**src/rtl/mem_port_arbiter.sv**
```systemverilog
// mem_port_arbiter: shares the single-port data memory between the pipeline's
// memory stage (primary) and a secondary requester (loader / debug port).
//
// The pipeline wins by default. A starvation counter tracks consecutive cycles
// in which the secondary asked and lost. When it reaches STARVE_MAX, the
// secondary is forced through and the pipeline is stalled for that cycle.
// Memory read data returns one cycle after issue and is steered to whichever
// requester issued the read.
//
// Handshake: a requester holds *_req (with we/addr/wdata) until it is served.
// The pipeline is served in any cycle with p_req=1 and p_stall=0. The
// secondary is served in any cycle with s_gnt=1. The memory command is issued
// combinationally in that same cycle. For a read, *_rvalid pulses exactly one
// cycle later with the data on *_rdata.
//
// Optional build macro: MEM_ARB_STATS_EN adds two 16-bit saturating
// statistics counters. Without the macro the stat ports are tied to zero.

module mem_port_arbiter #(
  parameter int unsigned STARVE_MAX = 4
) (
  input  logic        clk,
  input  logic        rst,
  input  logic        halt_sys,

  input  logic        p_req,
  input  logic        p_we,
  input  logic [15:0] p_addr,
  input  logic [15:0] p_wdata,
  output logic        p_stall,
  output logic [15:0] p_rdata,
  output logic        p_rvalid,

  input  logic        s_req,
  input  logic        s_we,
  input  logic [15:0] s_addr,
  input  logic [15:0] s_wdata,
  output logic        s_gnt,
  output logic [15:0] s_rdata,
  output logic        s_rvalid,

  output logic        m_write_en,
  output logic [15:0] m_address,
  output logic [15:0] m_write_data,
  input  logic [15:0] m_data_in,

  output logic [15:0] stat_stall_cnt,
  output logic [15:0] stat_sgnt_cnt
);

  localparam logic [3:0] STARVE_LIM = 4'(STARVE_MAX);

  // Registered state
  logic [3:0] starve_q, starve_d;
  logic       rd_pend_q, rd_pend_d;
  logic       rd_owner_q, rd_owner_d;

  // Grant decode
  logic       gnt_p;
  logic       gnt_s;
  logic       forced_s;

  // Priority decision: forced secondary, then pipeline, then idle secondary.
  always_comb begin
    gnt_p    = 1'b0;
    gnt_s    = 1'b0;
    forced_s = 1'b0;
    if (rst && !halt_sys) begin
      if (s_req && (starve_q == STARVE_LIM)) begin
        gnt_s    = 1'b1;
        forced_s = 1'b1;
      end else if (p_req) begin
        gnt_p = 1'b1;
      end else if (s_req) begin
        gnt_s = 1'b1;
      end
    end
  end

  // Memory command mux: granted requester drives the port, zeros when idle.
  always_comb begin
    m_write_en   = 1'b0;
    m_address    = 16'h0000;
    m_write_data = 16'h0000;
    if (gnt_p) begin
      m_write_en   = p_we;
      m_address    = p_addr;
      m_write_data = p_wdata;
    end else if (gnt_s) begin
      m_write_en   = s_we;
      m_address    = s_addr;
      m_write_data = s_wdata;
    end
  end

  assign s_gnt   = gnt_s;
  assign p_stall = p_req & ~gnt_p & ~halt_sys & rst;

  // Starvation counter: counts lost secondary cycles, frozen while halted.
  always_comb begin
    starve_d = starve_q;
    if (!halt_sys) begin
      if (s_req && !gnt_s) begin
        if (starve_q != STARVE_LIM) begin
          starve_d = starve_q + 4'd1;
        end
      end else begin
        starve_d = 4'd0;
      end
    end
  end

  // Read tracking: remember that a read went out this cycle and who owns it.
  always_comb begin
    rd_pend_d  = 1'b0;
    rd_owner_d = rd_owner_q;
    if (gnt_p && !p_we) begin
      rd_pend_d  = 1'b1;
      rd_owner_d = 1'b0;
    end else if (gnt_s && !s_we) begin
      rd_pend_d  = 1'b1;
      rd_owner_d = 1'b1;
    end
  end

  // State registers with synchronous active-low reset.
  always_ff @(posedge clk) begin
    if (!rst) begin
      starve_q   <= 4'd0;
      rd_pend_q  <= 1'b0;
      rd_owner_q <= 1'b0;
    end else begin
      starve_q   <= starve_d;
      rd_pend_q  <= rd_pend_d;
      rd_owner_q <= rd_owner_d;
    end
  end

  // Read return steering; reset masks a read still in flight.
  assign p_rvalid = rd_pend_q & ~rd_owner_q & rst;
  assign s_rvalid = rd_pend_q &  rd_owner_q & rst;
  assign p_rdata  = p_rvalid ? m_data_in : 16'h0000;
  assign s_rdata  = s_rvalid ? m_data_in : 16'h0000;

`ifdef MEM_ARB_STATS_EN
  logic [15:0] stall_cnt_q, stall_cnt_d;
  logic [15:0] sgnt_cnt_q, sgnt_cnt_d;

  // Saturating event counters; halt produces no stalls or grants, so they hold.
  always_comb begin
    stall_cnt_d = stall_cnt_q;
    sgnt_cnt_d  = sgnt_cnt_q;
    if (p_stall && (stall_cnt_q != 16'hFFFF)) begin
      stall_cnt_d = stall_cnt_q + 16'd1;
    end
    if (s_gnt && (sgnt_cnt_q != 16'hFFFF)) begin
      sgnt_cnt_d = sgnt_cnt_q + 16'd1;
    end
  end

  // Statistics registers, cleared by reset.
  always_ff @(posedge clk) begin
    if (!rst) begin
      stall_cnt_q <= 16'd0;
      sgnt_cnt_q  <= 16'd0;
    end else begin
      stall_cnt_q <= stall_cnt_d;
      sgnt_cnt_q  <= sgnt_cnt_d;
    end
  end

  assign stat_stall_cnt = rst ? stall_cnt_q : 16'h0000;
  assign stat_sgnt_cnt  = rst ? sgnt_cnt_q  : 16'h0000;
`else
  assign stat_stall_cnt = 16'h0000;
  assign stat_sgnt_cnt  = 16'h0000;
`endif

  // forced_s is kept as a named decode for checker binding.
  logic unused_ok;
  assign unused_ok = forced_s;

endmodule

```
**config.mk**
```make
export PLATFORM = sky130hd
export DESIGN_NAME = mem_port_arbiter
export DESIGN_NICKNAME = d
export VERILOG_FILES = /design/src/rtl/mem_port_arbiter.sv
export SDC_FILE = /design/constraint.sdc
export NUM_CORES = 1
export LEC_CHECK = 0
export CAP_MARGIN = 20
export CORE_ASPECT_RATIO = 0.8
export CORE_UTILIZATION = 22
export DETAILED_ROUTE_END_ITERATION = 7
export GPL_TIMING_DRIVEN = 0
export HOLD_SLACK_MARGIN = 0.12
export PLACE_DENSITY_LB_ADDON = 0.15
export SLEW_MARGIN = 30
export SYNTH_ARGS = -nofsm -noshare
export SYNTH_HDL_FRONTEND = slang
export SYNTH_SLANG_ARGS = --single-unit
export TNS_END_PERCENT = 50
```
**constraint.sdc**
```tcl
create_clock -name clk -period 2.35 [get_ports clk]
set_input_delay 0.705 -clock clk [delete_from_list [all_inputs] [get_ports clk]]
set_output_delay 0.705 -clock clk [all_outputs]
set_load 0.05 [all_outputs]
```
==> results of run 1 <==
-- final cells by class --
| class | instances | area (sq um) | area share |
|---|---|---|---|
| Timing Repair Buffer | 176 | 1790 | 0.517 |
| Multi-Input combinational cell | 131 | 1070 | 0.310 |
| Buffer | 40 | 344 | 0.0997 |
| Sequential cell | 6 | 123 | 0.0355 |
| Tap cell | 62 | 77.6 | 0.0225 |
| Clock buffer | 3 | 41.3 | 0.0120 |
| Inverter | 3 | 11.3 | 0.00326 |
-- worst paths after layout --
| path | startpoint | endpoint | slack (ns) |
|---|---|---|---|
| worst min-delay path | starve_q[3]$_SDFFE_PN0P_ | starve_q[3]$_SDFFE_PN0P_ | 0.54 |
| worst max-delay path | halt_sys | m_write_data[3] | -0.17 |
| worst min register to register | starve_q[3]$_SDFFE_PN0P_ | starve_q[3]$_SDFFE_PN0P_ | 0.54 |
| worst max register to register | starve_q[0]$_SDFFE_PN0P_ | starve_q[1]$_SDFFE_PN0P_ | 0.67 |
-- worst max-delay path, cell delays in order --
cell and delay [ns]:
buf_8 0.10, nand3b_1 0.21, a21oi_4 0.18, buf_6 0.14
buf_6 0.10, buf_8 0.11, a22o_4 0.13, buf_8 0.14
-- synth_stat cells (all sizes together) --
| cell | n | share of area |
|---|---|---|
| a211oi | 1 | 0.0066 |
| a21o | 1 | 0.0066 |
| a21oi | 4 | 0.024 |
| a22o | 33 | 0.25 |
| a31oi | 2 | 0.011 |
| and2 | 32 | 0.17 |
| and3 | 1 | 0.0055 |
| and3b | 1 | 0.0076 |
| buf | 37 | 0.24 |
| clkbuf | 5 | 0.016 |
| conb | 1 | 0.0033 |
| dfxtp | 6 | 0.10 |
| ha | 2 | 0.022 |
| inv | 3 | 0.0098 |
| nand2 | 7 | 0.023 |
| nand3 | 1 | 0.0044 |
| nand3b | 4 | 0.026 |
| nand4 | 1 | 0.0055 |
| nor2 | 2 | 0.0066 |
| o21bai | 1 | 0.0066 |
| o221a | 1 | 0.0098 |
| or3 | 1 | 0.0055 |
| or3b | 1 | 0.0076 |
| or4 | 1 | 0.0066 |
| or4b | 2 | 0.017 |
-- kinds of logic after synthesis --
family / count (synthesis)
buffers and inverters: 45
flip-flops: 6
AND/OR/NAND/NOR: 54
AO/OA/AOI/OAI: 43
adder cells (fa/ha/maj): 2
other: 1
-- flip-flops by register name, indices dropped and copies added, names as in the netlist --
| register | cells |
|---|---|
| rd_owner_q | 1 |
| starve_q | 4 |
| rd_pend_q | 1 |
-- layer usage --
layer | GRT usage | share of wire | vias to the layer above
met5 | 0 | 0 | -
met4 | 0.0323 | 0.0061 | 0
met3 | 0.0589 | 0.12 | 4
met2 | 0.360 | 0.52 | 108
met1 | 0.206 | 0.35 | 807
li1 | - | - | 896
-- power breakdown --
group,switching (W),internal (W)
clock,0.0000460,0.000110
sequential,0.00000144,0.000104
combinational,0.000314,0.000294
total,0.000362,0.000508
-- per-stage QoR --
stage | hold WS [ns] | instance area, sq um | cells
floorplan | 0.462 | 1370 | 182
global placement | 0.492 | 3000 | 399
detailed placement | 0.507 | 3000 | 399
CTS | 0.528 | 3460 | 420
global route | 0.584 | 3450 | 421
finish | 0.542 | 3450 | 421
-- repair_timing --
action,4_1_cts,5_1_grt
gates cloned,4,0
pin swaps,14,4
endpoints found under the setup margin,69,62
resized for setup,502,33
buffers inserted,16,2
==> metrics.cfg, run 1 <==
[worst_setup_path]
crit_fanout = 5
rr_worst_depth = 6
worstSetupEndpointType = output port
critPathKind = in2out
cp_data_required_time_ns = 1.64
cp.arrival_ns = 1.81
start_kind = input pin

[floorplan]
floorplan.rows = 23
pin_count = 188
die-area_sq_um = 5500
fp.dieH_microns = 66.6
die_w_microns = 82.7
coreArea_sq_um = 5010
initial_core_util = 0.229

[logic_synthesis]
synthAdderAreaFrac = 0.0218
yosys.area_share.xor_xnor = 0
ys_seq_elements = 6
synthCells = 151
ys_types = 28
synth-compound-area-share = 0.317
synth_top_family_by_area = compound AO/OA/AOI/OAI gates
synthSimpleGateAreaFrac = 0.290
synth.area.mux_share = 0
yosysWarnings = 0
netlist_area_sq_um = 1150
ys_seq_area_frac = 0.105
synth_area_per_cell_sq_um = 7.59

[outcome]
status = finished with violations
violations = negative setup slack

[timing]
setup_slack_ns = -0.169
setup_viol = 33
post-route-min-period_ns = 2.52
totalNegativeSetupSlack_ns = -3.66
report.final.slew_viol_count = 0
min_period_over_period = 1.07
finalHoldViolations = 0
finClkSkew_ns = 0.0101
rsz0062_at_grt = yes
max_freq_mhz = 397

[route]
drt_iter0_drc = 35
vias_per_cell = 4.31
vias = 1815
drc = 0
wl_microns = 5730
dr.pass1.iters = 4
ant_nets = 0
routedWlPerCell_microns = 13.6

[power_and_ir_drop]
ir_drop_uv = 200
power.total_w = 0.000870
p_leak_nw = 1.70
power.density_nw_per_um2 = 252

[grt]
grt_first_pass_wirelength_microns = 8040
grt_pass1_vias = 1697
grt_max_degree = 11
gr-total-overflow = 0
antenna_found_initial = 0
track_usage = 0.190

[cts]
cts_made_buffers = 3
cts_root_buf = clkbuf_8
clock_path_buffers = 2
clk_pin_slew_ns = 0.03
cts_hold_buf = 0
cts_tree = done
clock_sinks = 6
cts.htree.levels = 1
clock_latency_ns = 0.23

[worst_hold_path]
hold-path-cell-count = 2
hp-class = reg2reg

[final_layout]
post-route-util = 0.689
layout_common_cells = 82 x clkdlybuf4s50_1, 67 x buf_4, 32 x conb_1
num_antenna_cells = 0
final_nets = 450
final_common_cell = clkdlybuf4s50_1
fillers = 414
drive_above_1_share = 0.552
synthToLayoutAreaGrowth_pct = 201

[placement]
pre_cts_slack_ns = -1.63
dpl.hpwl_microns = 4300
routabilityCongestion = 0.888
numPortBuffers = 155

[run]
cap_viol_max_count = 0

No activity file was read; power rests on OpenSTA's default activity.
==> run 2, diff against run 1 <==
--- a/config.mk
+++ b/config.mk
@@ -12,6 +12,7 @@
 export GPL_TIMING_DRIVEN = 0
 export HOLD_SLACK_MARGIN = 0.12
 export PLACE_DENSITY_LB_ADDON = 0.15
+export SETUP_SLACK_MARGIN = 0.05
 export SLEW_MARGIN = 30
 export SYNTH_ARGS = -nofsm -noshare
 export SYNTH_HDL_FRONTEND = slang
==> run 2 against run 1 <==
  * The run still ends with negative setup slack left
  * Critical path type is now reg2out
  * Clock power shrank 3%
  * Largest power group unchanged
  * Largest cell class unchanged
  * Non-clock buffer count grew 4
  * Clock skew shrank 0.0084 ns
==> metrics.cfg, run 2 (synthesis gave the netlist of run 1 again) <==
[final_layout]
final_common_cell = clkdlybuf4s50_1
largest_reg_flops = 4  ; unchanged
final_nets = 455  ; +1.1%
regMostFlops = starve_q
register_area_sq_um = 123  ; unchanged
layout_common_cells = 82 x clkdlybuf4s50_1, 62 x buf_4, 32 x conb_1
drive_above_1_share = 0.558  ; +0.00616
num_antenna_cells = 0  ; unchanged
reg.largest.list = starve_q: 4 flops, rd_owner_q: 1 flops, rd_pend_q: 1 flops
synthToLayoutAreaGrowth_pct = 217
fillers = 371  ; -10%
multi_input_area_sq_um = 1180  ; +10%

[route]
drc = 0  ; unchanged
ant_nets = 0  ; unchanged
dr.pass1.iters = 4  ; unchanged
wl_microns = 6190  ; +8.0%
routedWlPerCell_microns = 14.5  ; +6.7%
vias_per_cell = 4.30  ; -0.19%
drt_iter0_drc = 29  ; -17%
vias = 1833  ; +0.99%

[grt]
grt_first_pass_wirelength_microns = 8850  ; +10%
gr-total-overflow = 0  ; unchanged
track_usage = 0.216  ; +0.0264
grt_pass1_vias = 1751  ; +3.2%
grt_max_degree = 11  ; unchanged
antenna_found_initial = 0  ; unchanged

[timing]
hold_slack_ns = 0.530  ; -0.0110 ns
rsz0062_at_grt = yes
totalNegativeSetupSlack_ns = -5.09  ; -1.43 ns
min_period_over_period = 1.08  ; +0.00652
max_freq_mhz = 395  ; -0.60%
finalHoldViolations = 0  ; unchanged
setup_slack_ns = -0.185  ; -0.0153 ns
setup_viol = 33  ; unchanged
finClkSkew_ns = 0.00169  ; -0.00842 ns
post-route-min-period_ns = 2.53  ; +0.0153 ns
report.final.slew_viol_count = 0  ; unchanged

[cts]
clock_path_buffers = 2  ; unchanged
cts.htree.levels = 1  ; unchanged
clock_sinks = 6  ; unchanged
cts_root_buf = clkbuf_8
cts_hold_buf = 0  ; unchanged
clk_pin_slew_ns = 0.03  ; about the same
cts_tree = done
clock_latency_ns = 0.22  ; about the same
cts_made_buffers = 3  ; unchanged

[run]
cap_viol_max_count = 0  ; unchanged

[worst_setup_path]
r2r_slack_ns = 0.52  ; -0.15 ns
crit_path_cell_trace = inv_2 > ha_4 > and3b_1 > buf_6 > a21oi_4 > buf_6 > buf_6 > buf_6 > a22o_4 > buf_8
start_kind = flop
crit_fanout = 5  ; unchanged
worstSetupEndpointType = output port
cp_data_required_time_ns = 1.64  ; about the same
critPathKind = reg2out
cp_slowest_cell = dfxtp_2
crit_top_cell = buf_6
cp.arrival_ns = 1.83  ; +0.02 ns
slowest_delay_ns = 0.32  ; +0.11 ns
rr_worst_depth = 8  ; +2

[power_and_ir_drop]
p_leak_nw = 1.80  ; +5.7%
ir_drop_uv = 174  ; -13%
power.density_nw_per_um2 = 243  ; -3.6%
power.total_w = 0.000882  ; +1.4%

[placement]
dpl.hpwl_microns = 4540  ; +5.6%
pre_cts_slack_ns = -1.43  ; +0.193 ns
numPortBuffers = 155  ; unchanged
routabilityCongestion = 0.766  ; -14%

[worst_hold_path]
hold-path-cell-count = 2  ; unchanged
hp-class = reg2reg

[floorplan]
fp.dieH_microns = 66.6  ; unchanged
initial_core_util = 0.229  ; unchanged
pin_count = 188  ; unchanged
coreArea_sq_um = 5010  ; unchanged
die_w_microns = 82.7  ; unchanged
floorplan.rows = 23  ; unchanged
die-area_sq_um = 5500  ; unchanged

[outcome]
violations = negative setup slack
status = finished with violations

==> run 2: cell count changes in the layout (fill, tap and decap cells not counted), moves of 2 or more <==
cell / before / now
a22o_2: 13 / 2
a22o_4: 17 / 28
and2_2: 18 / 10
and2_4: 0 / 8
buf_6: 15 / 21
clkbuf_4: 1 / 7
buf_4: 67 / 62
buf_2: 15 / 12
clkbuf_8: 5 / 7
nor2_4: 1 / 3
==> run 2: layout make-up <==
class	instances	area share
inverter	3	0.00310
multi-input combinational	132	0.325
timing repair buffer	179	0.504
buffer	41	0.102
sequential	6	0.0338
clock buffer	3	0.0114
tap	62	0.0214
==> run 2: worst paths after layout <==
| check | startpoint | to |
|---|---|---|
| max | starve_q[1]$_SDFFE_PN0P_ | m_address[3] |
| min | starve_q[3]$_SDFFE_PN0P_ | starve_q[3]$_SDFFE_PN0P_ |
| max reg2reg | starve_q[0]$_SDFFE_PN0P_ | starve_q[1]$_SDFFE_PN0P_ |
| min reg2reg | starve_q[3]$_SDFFE_PN0P_ | starve_q[3]$_SDFFE_PN0P_ |
==> run 2: stage by stage <==
| stage | utilization | area (sq um) | std cells |
|---|---|---|---|
| 3_5_place_dp | 0.618 | 3100 | 399 |
| 4_1_cts | 0.710 | 3560 | 423 |
| 6_report | 0.725 | 3630 | 426 |
| 5_1_grt | 0.725 | 3630 | 426 |
| 2_1_floorplan | - | 1470 | 182 |
| 3_3_place_gp | 0.618 | 3100 | 399 |
==> run 2: repair_timing <==
item,CTS,global route
gates cloned,7,0
hold endpoints to repair,0,0
setup endpoints to repair,69,61
gates resized for setup,530,17
setup buffers,15,3
pin swaps,34,4
==> run 2: per-layer routing <==
| layer | GRT usage | wire length, microns | vias to the layer above |
|---|---|---|---|
| met2 | 0.435 | 3390 | 107 |
| met5 | 0 | 0 | - |
| met4 | 0.0603 | 89 | 0 |
| met3 | 0.0685 | 691 | 9 |
| li1 | - | - | 910 |
| met1 | 0.205 | 2020 | 807 |
==> run 2: report_power, final <==
| group | switching, W | internal, W |
|---|---|---|
| clock | 0.0000414 | 0.000110 |
| combinational | 0.000323 | 0.000301 |
| sequential | 0.00000176 | 0.000105 |
| total | 0.000366 | 0.000516 |
==> run 2: critical path, delay by kind of cell, from the launching register on <==
| family | cells | cell delay (ns) |
|---|---|---|
| flops | 1 | 0.32 |
| buf+inv | 6 | 0.68 |
| fa+ha+maj | 1 | 0.13 |
| simple gates | 1 | 0.17 |
| compound gates | 2 | 0.30 |
==> run 3, diff against run 2 <==
--- a/config.mk
+++ b/config.mk
@@ -7,6 +7,7 @@
 export LEC_CHECK = 0
 export CAP_MARGIN = 20
 export CORE_ASPECT_RATIO = 0.8
+export CORE_MARGIN = 1.5
 export CORE_UTILIZATION = 22
 export DETAILED_ROUTE_END_ITERATION = 7
 export GPL_TIMING_DRIVEN = 0
==> run 3 against run 2 <==
  * The flow still finishes with violations (negative setup slack)
  * Sequential power is essentially flat
  * First-iteration DRC count grew 120%
  * Final area is essentially flat
  * Utilization is essentially flat
  * Die area grew 2.7%
  * Flip-flop and latch count is the same
  * Hold slack lost 0.0074 ns
  * Clock power is essentially flat
  * Global-route usage shrank 0.81 points
  * Routed wire length shrank 1.7%
  * Via count shrank 1.9%
  * Largest cell class unchanged
  * Largest power group unchanged
==> metrics.cfg, run 3 (synthesis gave the netlist of run 1 again) <==
[cts]
cts.htree.levels = 1  ; unchanged
clock_latency_ns = 0.22  ; about the same
clock_sinks = 6  ; unchanged
clk_pin_slew_ns = 0.03  ; about the same
cts_tree = done
cts_root_buf = clkbuf_8
clock_path_buffers = 2  ; unchanged
cts_made_buffers = 3  ; unchanged
cts_hold_buf = 0  ; unchanged

[final_layout]
largest_reg_flops = 4  ; unchanged
regMostFlops = starve_q
final_nets = 446  ; -2.0%
drive_above_1_share = 0.549  ; -0.00840
layout_common_cells = 82 x clkdlybuf4s50_1, 43 x buf_4, 35 x buf_8
synthToLayoutAreaGrowth_pct = 217  ; about the same
num_antenna_cells = 0  ; unchanged
post-route-util = 0.725  ; about the same
postLayoutCellArea_sq_um = 3630  ; about the same
final_common_cell = clkdlybuf4s50_1
reg.largest.list = starve_q: 4 flops, rd_owner_q: 1 flops, rd_pend_q: 1 flops

[route]
ant_nets = 0  ; unchanged
drt_iter0_drc = 65  ; +120%
dr.pass1.iters = 4  ; unchanged
vias = 1799  ; -1.9%
routedWlPerCell_microns = 14.6  ; +0.44%
wl_microns = 6090  ; -1.7%
vias_per_cell = 4.31  ; +0.26%
drc = 0  ; unchanged

[run]
cap_viol_max_count = 0  ; unchanged

[worst_setup_path]
worstSetupEndpointType = output port
critPathKind = in2out
crit_fanout = 9  ; +4
rr_worst_depth = 6  ; -2
r2r-start = starve_q[0]$_SDFFE_PN0P_
cp.arrival_ns = 1.79  ; -0.04 ns
start_kind = input pin
startpoint = halt_sys
cp_data_required_time_ns = 1.64  ; about the same

[grt]
antenna_found_initial = 0  ; unchanged
gr-total-overflow = 0  ; unchanged
grt_first_pass_wirelength_microns = 9310  ; +5.2%
track_usage = 0.208  ; -0.00808
grt_max_degree = 11  ; unchanged
grt_pass1_vias = 1795  ; +2.5%

[outcome]
violations = negative setup slack
status = finished with violations

[timing]
setup_slack_ns = -0.142  ; +0.0430 ns
max_freq_mhz = 401  ; +1.7%
setup_viol = 33  ; unchanged
totalNegativeSetupSlack_ns = -3.48  ; +1.61 ns
min_period_over_period = 1.06  ; -0.0183
finClkSkew_ns = 0.00206  ; +0.000375 ns
finalHoldViolations = 0  ; unchanged
hold_slack_ns = 0.523  ; -0.00737 ns
rsz0062_at_grt = yes
post-route-min-period_ns = 2.49  ; -0.0430 ns
report.final.slew_viol_count = 0  ; unchanged

[floorplan]
pin_count = 188  ; unchanged
die-area_sq_um = 5650  ; +2.7%
initial_core_util = 0.229  ; unchanged
die_w_microns = 83.7  ; +1.2%
coreArea_sq_um = 5010  ; unchanged
floorplan.rows = 23  ; unchanged
fp.dieH_microns = 67.6  ; +1.5%

[placement]
placed_cell_area_sq_um = 3100  ; unchanged
dpl.hpwl_microns = 4600  ; +1.2%
routabilityCongestion = 0.820  ; +7.1%
numPortBuffers = 155  ; unchanged

[worst_hold_path]
min_from = starve_q[3]$_SDFFE_PN0P_
hold-path-cell-count = 2  ; unchanged
hp-class = reg2reg

[power_and_ir_drop]
ir_drop_uv = 160  ; -8.1%
power.density_nw_per_um2 = 243  ; about the same
p_leak_nw = 1.77  ; -1.4%

## run 3: layout make-up
| class | count | area (sq um) |
|---|---|---|
| Buffer | 40 | 363 |
| Clock buffer | 3 | 41.3 |
| Fill cell | 402 | 1380 |
| Inverter | 3 | 11.3 |
| Multi-Input combinational cell | 131 | 1170 |
| Sequential cell | 6 | 125 |
| Tap cell | 62 | 77.6 |
| Timing Repair Buffer | 172 | 1850 |
## run 3: report_power, final
part | leakage (nW) | switching (W) | internal, W
Combinational | 1.70 | 0.000324 | 0.000303
Clock | 0.0216 | 0.0000400 | 0.000110
Sequential | 0.0498 | 0.00000165 | 0.000104
## run 3: metal layers
metal | global-route usage | wire, microns | up-vias
li1 | - | - | 886
met1 | 0.212 | 2110 | 797
met2 | 0.440 | 3420 | 114
met3 | 0.0477 | 524 | 2
met4 | 0.0451 | 26 | 0
met5 | 0 | 0 | -
## run 3: timing repair
action / 4_1_cts / 5_1_grt
cloned: 5 / 0
buffers inserted: 9 / 4
pin swaps: 31 / 6
gates resized for setup: 542 / 23
setup endpoints to repair: 69 / 53
endpoints found under the hold margin: 0 / 0
## run 3: path summary, 6_finish.rpt
| check | slack (ns) | endpoint |
|---|---|---|
| max | -0.14 | m_write_data[6] |
| min | 0.52 | starve_q[3]$_SDFFE_PN0P_ |
| max reg2reg | 0.70 | starve_q[1]$_SDFFE_PN0P_ |
| min reg2reg | 0.52 | starve_q[3]$_SDFFE_PN0P_ |
## run 3: through the flow
step                      total power, W  cells  worst slack [ns]
final                           0.000882    417            -0.142
after global routing            0.000922    417            -0.187
after CTS                       0.000872    415            -0.186
after detailed placement        0.000650    399             -1.44
after global placement          0.000646    399             -1.45
after floorplan                 0.000429    182           -0.0336
## run 3: critical path: stages
cell	delay, ns
buf_8	0.10
nand3b_1	0.21
a21oi_4	0.17
buf_12	0.15
clkbuf_8	0.16
a22o_2	0.13
buf_6	0.15
